==> src/rtl/axi4_lite_mem_bridge.sv <==
// AXI4-Lite slave that turns single-beat transactions into accesses on a simple synchronous word-wide memory port.
// Define AXI4_LITE_MEM_BRIDGE_DECERR_EN to answer out-of-range addresses with DECERR instead of wrapping them.
`timescale 1ns/1ps
module axi4_lite_mem_bridge #(
  parameter int ADDR_WIDTH     = 32,
  parameter int DATA_WIDTH     = 32,
  parameter int MEM_ADDR_WIDTH = 10,
  localparam int STROBE_WIDTH  = DATA_WIDTH / 8
) (
  input  logic                      clk,
  input  logic                      rst,
  input  logic                      awvalid,
  output logic                      awready,
  input  logic [ADDR_WIDTH-1:0]     awaddr,
  input  logic [2:0]                awprot,
  input  logic                      wvalid,
  output logic                      wready,
  input  logic [DATA_WIDTH-1:0]     wdata,
  input  logic [STROBE_WIDTH-1:0]   wstrb,
  output logic                      bvalid,
  input  logic                      bready,
  output logic [1:0]                bresp,
  input  logic                      arvalid,
  output logic                      arready,
  input  logic [ADDR_WIDTH-1:0]     araddr,
  input  logic [2:0]                arprot,
  output logic                      rvalid,
  input  logic                      rready,
  output logic [DATA_WIDTH-1:0]     rdata,
  output logic [1:0]                rresp,
  output logic                      mem_en,
  output logic [STROBE_WIDTH-1:0]   mem_we,
  output logic [MEM_ADDR_WIDTH-1:0] mem_addr,
  output logic [DATA_WIDTH-1:0]     mem_wdata,
  input  logic [DATA_WIDTH-1:0]     mem_rdata
);

  localparam int         OFFS        = $clog2(STROBE_WIDTH);
  localparam logic [1:0] RESP_OKAY   = 2'b00;
  localparam logic [1:0] RESP_DECERR = 2'b11;

  typedef enum logic [1:0] {IDLE, WRITE_RESP, READ_WAIT, READ_RESP} state_e;

  state_e                state_q, state_d;
  logic [1:0]            resp_q, resp_d;
  logic [DATA_WIDTH-1:0] rdata_q, rdata_d;
  logic                  in_idle, wr_hs, rd_hs, wr_err, rd_err;
  logic                  unused_ok;

`ifdef AXI4_LITE_MEM_BRIDGE_DECERR_EN
  assign wr_err = (awaddr >> (OFFS + MEM_ADDR_WIDTH)) != '0;
  assign rd_err = (araddr >> (OFFS + MEM_ADDR_WIDTH)) != '0;
`else
  assign wr_err = 1'b0;
  assign rd_err = 1'b0;
`endif

  // Protection bits carry no meaning here; the address bits outside the word index are dropped.
  assign unused_ok = ^{awprot, arprot, awaddr, araddr};

  // Gating with rst keeps the readies low for the whole reset, not just after the first edge.
  assign in_idle = (state_q == IDLE) && !rst;
  assign awready = in_idle && awvalid && wvalid;
  assign wready  = awready;
  assign arready = in_idle && !(awvalid && wvalid);
  assign wr_hs   = awready;
  assign rd_hs   = arready && arvalid;

  assign bvalid    = (state_q == WRITE_RESP);
  assign rvalid    = (state_q == READ_RESP);
  assign bresp     = bvalid ? resp_q : RESP_OKAY;
  assign rresp     = rvalid ? resp_q : RESP_OKAY;
  assign rdata     = rdata_q;
  assign mem_wdata = wdata;

  always_comb begin
    // NOTE: every output of this block gets a default first, so no path can infer a latch.
    state_d  = state_q;
    resp_d   = resp_q;
    rdata_d  = rdata_q;
    mem_en   = 1'b0;
    mem_we   = '0;
    mem_addr = araddr[OFFS +: MEM_ADDR_WIDTH];
    case (state_q)
      IDLE: begin
        if (wr_hs) begin
          mem_en   = !wr_err;
          mem_we   = wr_err ? '0 : wstrb;
          mem_addr = awaddr[OFFS +: MEM_ADDR_WIDTH];
          resp_d   = wr_err ? RESP_DECERR : RESP_OKAY;
          state_d  = WRITE_RESP;
        end else if (rd_hs) begin
          mem_en  = !rd_err;
          resp_d  = rd_err ? RESP_DECERR : RESP_OKAY;
          state_d = READ_WAIT;
        end
      end
      WRITE_RESP: if (bready) state_d = IDLE;
      READ_WAIT: begin
        // The memory answers one cycle after the strobe; a decode error never touched it.
        rdata_d = (resp_q == RESP_OKAY) ? mem_rdata : '0;
        state_d = READ_RESP;
      end
      READ_RESP: if (rready) state_d = IDLE;
      default:   state_d = IDLE;
    endcase
  end

  always_ff @(posedge clk or posedge rst) begin
    // NOTE: state registers use non-blocking assignment so every flop samples pre-edge values.
    if (rst) begin
      state_q <= IDLE;
      resp_q  <= RESP_OKAY;
      rdata_q <= '0;
    end else begin
      state_q <= state_d;
      resp_q  <= resp_d;
      rdata_q <= rdata_d;
    end
  end

endmodule

==> config.mk <==
export PLATFORM = sky130hd
export DESIGN_NAME = axi4_lite_mem_bridge
export DESIGN_NICKNAME = d
export VERILOG_FILES = /design/src/rtl/axi4_lite_mem_bridge.sv
export SDC_FILE = /design/constraint.sdc
export NUM_CORES = 1
export LEC_CHECK = 0
export CAP_MARGIN = 20
export CORE_AREA = 2 2 89 91
export CTS_CLUSTER_DIAMETER = 100
export DETAILED_ROUTE_END_ITERATION = 7
export DIE_AREA = 0 0 91 93
export GPL_TIMING_DRIVEN = 0
export PLACE_DENSITY = 0.77
export SLEW_MARGIN = 20
export SYNTH_ARGS = -nofsm -noshare
export SYNTH_HDL_FRONTEND = slang
export SYNTH_SLANG_ARGS = --single-unit
==> constraint.sdc <==
create_clock -name clk -period 2.2 [get_ports clk]
set_input_delay 0.33 -clock clk [delete_from_list [all_inputs] [get_ports clk]]
set_output_delay 0.33 -clock clk [all_outputs]
set_load 0.02 [all_outputs]
### Word-level counts from Yosys, hierarchy flattened

Index checks and enable logic that the tools add are counted.

| storage, ports and cells | value |
|---|---|
| register bits | 36 |
| output and inout port bits | 88 |

| cells by class | value |
|---|---|
| equality and inequality tests | 6 |
| multiplexer cells | 17 |
| reductions and logical operators | 13 |

Operators by type and width:

| cell | count |
|---|---|
| $mux 32 | 1 |
| $mux 10 | 2 |
| $mux 2 | 8 |
| $mux 4 | 2 |
| $pmux 2 s4 | 1 |
| $logic_and 1x1->1 | 6 |
| $eq 2x2->1 const B | 2 |
| $logic_not 2->1 | 2 |
| $ne 2x1->1 const B | 2 |
| $mux 1 | 3 |
| $ne 3x3->1 const B | 1 |
| $reduce_and 3->1 | 1 |
| $eq 2x1->1 const B | 1 |
| $logic_not 1->1 | 2 |
| $reduce_and 2->1 | 1 |
| $reduce_bool 2->1 | 1 |

### Logic depth before layout (Yosys ltp)

Gate-level depths: netlist of run 1.

| logic depth | value |
|---|---|
| depth in word-level cells | 7 |
| gate-level depth with buffers | 4 |
| depth with buffers taken out | 3 |

### Least setup slack after synthesis of run 1

OpenSTA, ideal clock, no wires.

| timing | value |
|---|---|
| path kind | register -> output |
| start point | register state_q[0] |
| end point | output port mem_addr[5] |
| arrival time | 1.477 ns |
| data required time | 1.870 ns |
| path slack | 0.393 ns |
| stages on the path, launching flop included | 5 |
| buffers on the path | 1 |
| cells stage by stage | dfrtp_1 -> or3_4 -> nor2_8 -> buf_12 -> mux2_4 |

| between the ends | value |
|---|---|
| longest elaborated chain between the ends | 6 |

RTL lines:

| element | line | text |
|---|---|---|
| from (decl) | 44 | `state_e state_q, state_d;` |
| from (signal assigned) | 116 | `state_q <= state_d;` |
| $logic_not 2->1 | 62 | `assign in_idle = (state_q == IDLE) && !rst;` |
| $logic_and 1x1->1 | 62 |  |
| $logic_and 1x1->1 (2 in series) | 63 | `assign awready = in_idle && awvalid && wvalid;` |
| net awready | 13 | `output logic awready,` |
| $mux 10 | 86 | `if (wr_hs) begin` |
| $mux 10 | 84 | `case (state_q)` |
| to (decl) | 33 | `output logic [MEM_ADDR_WIDTH-1:0] mem_addr,` |

The timed path passes the listed nets, and every way through them passes these cells.

### Worst setup path in the final report of run 1

| timing | value |
|---|---|
| start point | register state_q[1] |
| end point | output port mem_addr[4] |

| between the ends | value |
|---|---|
| longest elaborated chain between the ends | 6 |

RTL lines:

| element | line |
|---|---|
| $logic_not 2->1 (*) | 62, 84 |
| $logic_and 1x1->1 | 62 |
| $logic_and 1x1->1 (2 in series) | 63 |
| $mux 10 | 86 |
| $mux 10 (*) | 84 |

Mark *: on every way between the ends. The rest lies on a longest branch, timed or not.

==> results.cfg, run 1 <==
[synth]
synth.top_cell.area_share = 0.4732
yosys_warnings = 0
yosys.area.top_type = dfrtp_1
syn_avg_cell_area_um2 = 12.94
synth_area_leaders = dfrtp_1, mux2_2, buf_4, mux2_4, and2_2
synthDistinctLibCells = 17
synthesis.area_mm2 = 0.001798
synth_seq_cells = 34
synth-seq-area-share = 0.4732
syn_inst = 139

[place]
portBuffers = 146
gp_congestion = 0.6768
hpwl_um = 4141
place_inst = 390
placed_area_mm2 = 0.003398
dp_slack_ns = -0.5234

[power]
max-vdd-ir-drop_uv = 332.0
pwr_density_cell_mw_per_mm2 = 1040
leakage_nw = 1.625
p_total_mw = 3.806

[sta]
fmax_ghz = 0.4471
setup_viol = 6
finalMaxSlewViolations = 0
layout_setup_ws_ns = -0.03666
fin_crit_sh = 1.017
worst_pin_slew_ns = 0.7122
min_period_ns = 2.237
clock_skew_ns = 0.004106
rsz0062_at_grt = yes
hold_viol_final = 0
max_slew_margin = 0.5245

[cells_and_area]
nFillCells = 707
fin_cells = 412
drive_above_1_share = 0.4194
multiInputGateArea_um2 = 638.1
nNetsFinal = 455
seqCellArea_um2 = 850.8
syn_to_final_growth_pct = 103.5
antenna_cells = 0
stdcell_area_mm2 = 0.003660

[die]
die_h_um = 93
coreArea_mm2 = 0.007527
die-area_mm2 = 0.008463
io_pins = 233
start_util = 0.2389
rows = 32
die_x_um = 91

[cts]
h-tree-depth = 2
cts.clk_slew.worst_paths_ns = 0.07
cts_buffer_depth = 2
cts_sinks = 34
cts_tree = yes
clock-root-buffer = clkbuf_8
clock_latency_ns = 0.27
hold_buffers = 0
cts_buffers = 5

[worst_setup_path]
path_class = flop to output pin
crit_top_cell = buf_6
cpPeakStageDelay_ns = 0.43
worst-path-stages = 6
cp_max_fo = 5
crit_family = simple AND/OR/NAND/NOR gates
cp.arrival_ns = 1.91
cp-start-kind = flop
setup.worst_path.end_class = output pin
critPathSlowestCell = or3_4
path_cells = or3_4 -> nor2_8 -> buf_12 -> buf_6 -> mux2_4 -> buf_6
timing.critical_path.buf_inv = 3
rr_worst_depth = 6
cp.required_ns = 1.87

[global_route]
grt_usage = 0.1229
grt_antenna_before_repair = 0
grt_pass1_vias = 1684
grt_pass1_wl_um = 8300
overflow = 0
grt_start_max_net_pins = 36

[hold_path]
hold_class = input port to asynchronous set/reset pin

[outcome]
status = complete, but fails checks
failed_checks = setup timing

[route]
wl_per_cell_um = 12.76
vias = 1626
drt-initial-drc-count = 6
drt_first_pass_iters = 2
drcViolationCount = 0
routed_wl_um = 5259
viasPerCell = 3.947
ant_nets = 0

[run]
maxCapViolCount = 0
layout make-up:
class,instances,share of cell area
inverters,3,0.003077
clock inverters,2,0.002735
repair buffers,161,0.4462
well taps,102,0.03487
flip-flops and latches,34,0.2325
multi-input cells,64,0.1744
clock buffers,5,0.01880
plain buffers,41,0.08752
through the flow:
step	util	TNS [ns]	hold slack, ns
detailed placement	0.4515	-7.177	0.4952
CTS	0.4771	-0.3377	0.3673
global placement	0.4515	-6.580	0.4889
global route	0.4862	-0.9943	0.3973
finish	0.4862	-0.1553	0.3276
floorplan	-	0	0.4290
cells by family after synthesis:
family / count (synthesis) / share of synthesized area
muxes: 42 / 0.2714
other: 1 / 0.002086
and+or+nand+nor: 12 / 0.04872
buffers and inverters: 44 / 0.1844
DFF: 34 / 0.4732
AOI/OAI and AO/OA: 6 / 0.02018
layer usage:
layer  vias up  track usage  share of wire
met5         -            0              0
met2       121       0.2086           0.48
met1       738       0.1488           0.41
met3         2      0.04674           0.10
li1        765            -              -
met4         0      0.02652         0.0038
registers in the layout, indices dropped and copies added, names as in the netlist:
| register | cells |
|---|---|
| state_q | 2 |
| rdata | 32 |
layout by cell type (no fill, tap or decap):
master	n
nor2_1	3
o22ai_1	1
clkbuf_8	5
o21ai_0	1
a21oi_1	2
clkinv_2	2
mux2_2	35
dfrtp_1	34
bufbuf_16	1
nand2_1	2
buf_12	2
buf_6	18
a31oi_1	1
buf_4	50
clkdlybuf4s50_1	127
inv_2	1
inv_1	2
buf_2	1
conb_1	4
nor2_8	1
dlygate4sd2_1	3
mux2_4	7
or3_4	1
a21o_2	1
and2_2	5
power by group:
part | internal [mW] | total [mW] | switching, mW
Combinational | 1.28 | 2.26 | 0.980
Sequential | 0.953 | 1.12 | 0.165
Clock | 0.212 | 0.426 | 0.214
Total | 2.45 | 3.81 | 1.36
cells in the mapped netlist, drive strengths merged:
| cell | instances |
|---|---|
| or3 | 1 |
| nand2 | 2 |
| mux2 | 42 |
| a21o | 1 |
| o21ai | 1 |
| inv | 3 |
| and2 | 5 |
| a21oi | 2 |
| nor2 | 4 |
| a31oi | 1 |
| conb | 1 |
| buf | 41 |
| o22ai | 1 |
| dfrtp | 34 |
worst reg2reg max path: stages, from the launching register on:
cell	delay [ns]
dfrtp_1	0.36
buf_4	0.11
buf_4	0.11
inv_1	0.06
nor2_1	0.35
buf_4	0.28
mux2_2	0.36
repair_timing:
item,CTS,global route
pin swaps,2,2
resized for setup,78,25
endpoints found under the hold margin,0,0
setup buffers,12,2
endpoints found under the setup margin,18,16
gates cloned,1,0
worst paths after layout:
path	slack, ns	startpoint	to
worst max-delay path	-0.04	state_q[1]$_DFFE_PP0P_	mem_addr[4]
worst min-delay path	0.33	rst	state_q[1]$_DFFE_PP0P_
worst max register to register	0.46	state_q[1]$_DFFE_PP0P_	rdata[31]$_DFFE_PP0P_
worst min register to register	0.51	rdata[2]$_DFFE_PP0P_	rdata[2]$_DFFE_PP0P_
max in group asynchronous	1.41	rst	rdata[17]$_DFFE_PP0P_
min in group clk	0.51	rdata[2]$_DFFE_PP0P_	rdata[2]$_DFFE_PP0P_
Note: power is estimated with default switching activity, not from simulation.
==> inputs of run 2 (changes only) <==
CORE_AREA = 2 2 91 93   (was 2 2 89 91)
DIE_AREA = 0 0 93 95   (was 0 0 91 93)
DONT_BUFFER_PORTS = 1   (was default)
PLACE_DENSITY = default   (was 0.77)
==> results.cfg, run 2 (synthesis gave the netlist of run 1 again) <==
[cts]
cts_sinks = 34
clock-root-buffer = clkbuf_8
cts_buffer_depth = 2
cts_tree = yes
h-tree-depth = 2
cts_resized = 0
cts_buffers = 5
hold_buffers = 0
clock_latency_ns = 0.28
cts.clk_slew.worst_paths_ns = 0.08

[sta]
layout_setup_ws_ns = 0.07556
rsz0062_at_grt = no
hold_slack_ns = 0.04309
hold_viol_final = 0
setup_viol = 0
finalSetupTns_ns = 0
clock_skew_ns = 0.004938
worst_pin_slew_ns = 0.7390
fmax_ghz = 0.4707
max_slew_margin = 0.5066
min_period_ns = 2.124
fin_crit_sh = 0.9657
finalMaxSlewViolations = 0

[power]
max-vdd-ir-drop_uv = 391.3
combPwrFrac = 0.286
power.share.clock = 0.227
pwr_density_cell_mw_per_mm2 = 1502
p_seq_frac = 0.487
p_total_mw = 3.183
leakage_nw = 0.9545
p_int_mw = 1.948
sw_frac_of_total = 0.3881
switching_power_mw = 1.235

[global_route]
grt_pass1_wl_um = 5064
grt_antenna_before_repair = 0
overflow = 0
grt_start_max_net_pins = 36
grt_usage = 0.07787
grt_pass1_vias = 970

[worst_setup_path]
cp.arrival_ns = 1.79
cp.required_ns = 1.87
setup.worst_path.end_class = output pin
crit_family = simple AND/OR/NAND/NOR gates
path_cells = or3_4 -> nor2_8 -> buf_12 -> mux2_2
cp_max_fo = 6
critPathSlowestCell = dfrtp_1
timing.critical_path.buf_inv = 1
cpPeakStageDelay_ns = 0.42
cp-start-kind = flop
path_class = flop to output pin

[cells_and_area]
final_cell_mix = buf_4, mux2_2, dfrtp_1, clkbuf_8, and2_2
layout_commonest_cell = buf_4
final_util = 0.2672
syn_to_final_growth_pct = 17.81
stdcell_area_mm2 = 0.002118
drive_above_1_share = 0.6732
largest_reg_flops = 32
fin_cells = 258
antenna_cells = 0
nNetsFinal = 297

[outcome]
status = complete, no violations

[place]
hpwl_um = 3075
place_inst = 247
gp_congestion = 0.6732
portBuffers = 0
placed_area_mm2 = 0.001941
dp_slack_ns = 0.3209

[route]
wl_per_cell_um = 14.89
routed_wl_um = 3842
ant_nets = 0
drcViolationCount = 0
drt_first_pass_iters = 3
vias = 1075
viasPerCell = 4.167
drt-initial-drc-count = 9

[run]
maxCapViolCount = 0

[die]
io_pins = 233
rows = 33
die_h_um = 95
die_x_um = 93
start_util = 0.2268
coreArea_mm2 = 0.007928
die-area_mm2 = 0.008835

[hold_path]
hold_class = input port to asynchronous set/reset pin
[run 2: final timing paths]
kind                                     endpoint  slack [ns]  cells after the start                    from
max                                   mem_addr[0]        0.08                      4  state_q[0]$_DFFE_PP0P_
min                         rdata[21]$_DFFE_PP0P_        0.04                      1                     rst
max reg2reg                 rdata[12]$_DFFE_PP0P_        0.59                      4  state_q[1]$_DFFE_PP0P_
min reg2reg                state_q[1]$_DFFE_PP0P_        0.61                      2  state_q[0]$_DFFE_PP0P_
max in group asynchronous   rdata[30]$_DFFE_PP0P_        1.68                      1                     rst
min in group clk           state_q[1]$_DFFE_PP0P_        0.13                      1                  rready
[run 2: worst reg2reg max path: cells and delay by family, from the launching register on]
family / cells / cell delay, ns
flops: 1 / 0.41
buf+inv: 2 / 0.37
simple gates: 1 / 0.36
mux: 1 / 0.36
[run 2: power by group through the flow]
stage / combinational [mW] / clock, mW / sequential [mW]
3_3_place_gp: 0.876 / 0 / 1.56
5_1_grt: 0.998 / 0.784 / 1.59
6_report: 0.909 / 0.724 / 1.55
4_1_cts: 0.906 / 0.758 / 1.56
2_1_floorplan: 0.795 / 0 / 1.50
3_5_place_dp: 0.906 / 0 / 1.57
[run 2: repair_timing]
item,4_1_cts,5_1_grt
endpoints found under the setup margin,4,4
pin swaps,1,2
buffers inserted,0,3
gates cloned,0,0
[run 2: layer usage]
metal / routed length [um] / global-route usage
met2: 1958 / 0.1322
met4: 65 / 0.04044
met1: 1257 / 0.08039
met3: 561 / 0.03671
met5: 0 / 0
[run 2: final cells by class]
cell class                      instances  area [um^2]
Fill cell                             851         5809
Inverter                                3        11.26
Sequential cell                        34        850.8
Buffer                                 41        320.3
Timing Repair Buffer                    3        35.03
Clock inverter                          2        60.06
Tap cell                              105        131.4
Clock buffer                            6        82.58
Multi-Input combinational cell         64        626.9
==> patch: new RTL, config.mk and constraints of run 1 <==
Build with the macro `AXI4_LITE_MEM_BRIDGE_DECERR_EN` defined.
--- a/src/rtl/axi4_lite_mem_bridge.sv
+++ b/src/rtl/axi4_lite_mem_bridge.sv
@@ -1,6 +1,8 @@
 // AXI4-Lite slave that turns single-beat transactions into accesses on a simple synchronous word-wide memory port.
 // Define AXI4_LITE_MEM_BRIDGE_DECERR_EN to answer out-of-range addresses with DECERR instead of wrapping them.
 `timescale 1ns/1ps
+`define AXI4_LITE_MEM_BRIDGE_DECERR_EN
+
 module axi4_lite_mem_bridge #(
   parameter int ADDR_WIDTH     = 32,
   parameter int DATA_WIDTH     = 32,
Behaviour: not the same (Yosys sat finds a counterexample within 4 cycles, from zero or initial values and one cycle with rst high).
==> patch against run 1 <==
  * Area after synthesis rose by 16%
  * Sequential cell count rose by 1
  * Final area rose by 15%
  * Die area did not move
  * Combinational power rose by 4%
  * Register-to-register slack improved by 0.36 ns
  * Worst setup slack improved by 0.11 ns
  * Wire length rose by 49%
  * Total power rose by 3.1%
  * Largest power group unchanged
==> patch: results (changes against run 1) <==
Placement
  – Number of cells after detailed placement: 522 (+34%)
  – IO Port Bufs: 190 (+30%)
  – Post-Place Worst Slack: -0.395 ns (+0.128 ns)
  – Weighted congestion reported at the end of routability-driven placement: 0.789 (+17%)
  – Total half-perimeter wirelength after legalization and detailed placement: 6490 µm (+57%)

Yosys
  – Portion of the post-synthesis area used by sequential elements: 0.421 (-0.0518)
  – Gate Count Post-Synth: 230 (+65%)
  – Biggest area contributors in the synthesized netlist: sky130_fd_sc_hd__dfrtp_1 (42%), sky130_fd_sc_hd__buf_4 (13%), sky130_fd_sc_hd__nand2b_1 (9.9%)
  – Synth unique cells: 26 (+9)

Pwr
  – Sequential fraction of design power: 0.285 (-0.009)
  – Cell leakage power: 0.00182 µW (+12%)
  – Sw power: 1540 µW (+13%)
  – Portion of total power attributed to combinational logic: 0.596 (+0.002)
  – Power per unit of standard cell area: 930 mW/mm² (-11%)
  – Worst vdd ir: 0.000372 V (+12%)

Critical path
  – Arrival time at the worst endpoint: 1.80 ns (-0.11 ns)
  – Maximum cell stage delay along the critical path: 0.61 ns (+0.18 ns)
  – Slowest CP cell: sky130_fd_sc_hd__clkdlybuf4s50_1
  – Register-to-register setup slack: 0.82 ns (+0.36 ns)
  – Critical register-to-register path endpoint: rdata[26]
  – Worst reg2reg path startpoint: state_q[0]

Run status
  – Run status: complete, no violations

Layout
  – Number of standard cells in the layout, taps in and fillers out: 533 (+29%)
  – Number of nets in the final layout: 576 (+27%)

GRT
  – Via count of the first global-routing pass: 2363 (+40%)
  – Global Route Usage Sum: 0.180 (+0.0571)
  – Wire length of the first global-routing pass: 12000 µm (+45%)

Drt
  – DRC marker count from the first detailed-route iteration: 38 (+32)
  – Detailed-routing iteration count for the pre-antenna-repair pass: 4 (+2)
  – Mean routed wirelength per cell: 14.7 µm (+15%)

Timing
  – Actual slew at the worst max-slew pin: 0.746 ns (+0.0333 ns)
  – Worst-case hold slack: 0.384 ns (+0.0560 ns)
  – Clock Skews: 0.00310 ns (-0.00101 ns)

Clocking
  – Clock buffers created by TritonCTS: 5 (unchanged)
[patch: cell types whose count changed after synthesis, sizes merged, moves of 3 or more]
| cell | run 1 | this run |
|---|---|---|
| nand2 | 2 | 39 |
| nand2b | 0 | 33 |
| o21ai | 1 | 34 |
| mux2 | 42 | 10 |
| nor4 | 0 | 10 |
| clkbuf | 0 | 5 |
| nor2 | 4 | 1 |
[patch: cells by family (layout without fill, tap and decap cells)]
group / Yosys count / in the layout / share of synthesized area
AOI/OAI and AO/OA: 38 / 38 / 0.0951
buffers and inverters: 49 / 250 / 0.160
DFF: 35 / 35 / 0.421
muxes: 10 / 10 / 0.0704
and+or+nand+nor: 98 / 98 / 0.253
[patch: area by class of cell]
type | instances | area share
multi-input cells | 146 | 0.220
well taps | 102 | 0.0303
repair buffers | 195 | 0.443
inverters | 3 | 0.00267
plain buffers | 45 | 0.0751
flip-flops and latches | 35 | 0.209
clock buffers | 6 | 0.0196
clock inverters | 1 | 0.00119
[patch: how the worst max path moves through the flow]
| stage | endpoint | slack, ns | cells after the start |
|---|---|---|---|
| after global routing | mem_en | -0.02 | 6 |
| after floorplan | wready | 0.59 | 5 |
| after CTS | mem_addr[0] | 0.00003 | 6 |
| after detailed placement | mem_we[2] | -0.40 | 6 |
| final | arready | 0.07 | 4 |
| after global placement | mem_en | -0.41 | 6 |
[patch: critical path: cells and delay by family (launching register included)]
family	cells	cell delay, ns
flip-flops	1	0.44
AND/OR/NAND/NOR	2	0.33
buffers and inverters	2	0.76
[patch: layer usage]
layer,wire length (µm),track usage,share of wire
met5,0,0,0
met2,4000,0.312,0.51
met1,2950,0.215,0.38
met3,782,0.0661,0.10
met4,77,0.0379,0.0099
[patch: what timing repair did]
item,CTS,global route
gates resized for setup,42,24
buffers inserted,2,3
endpoints found under the setup margin,21,16
pin swaps,2,1
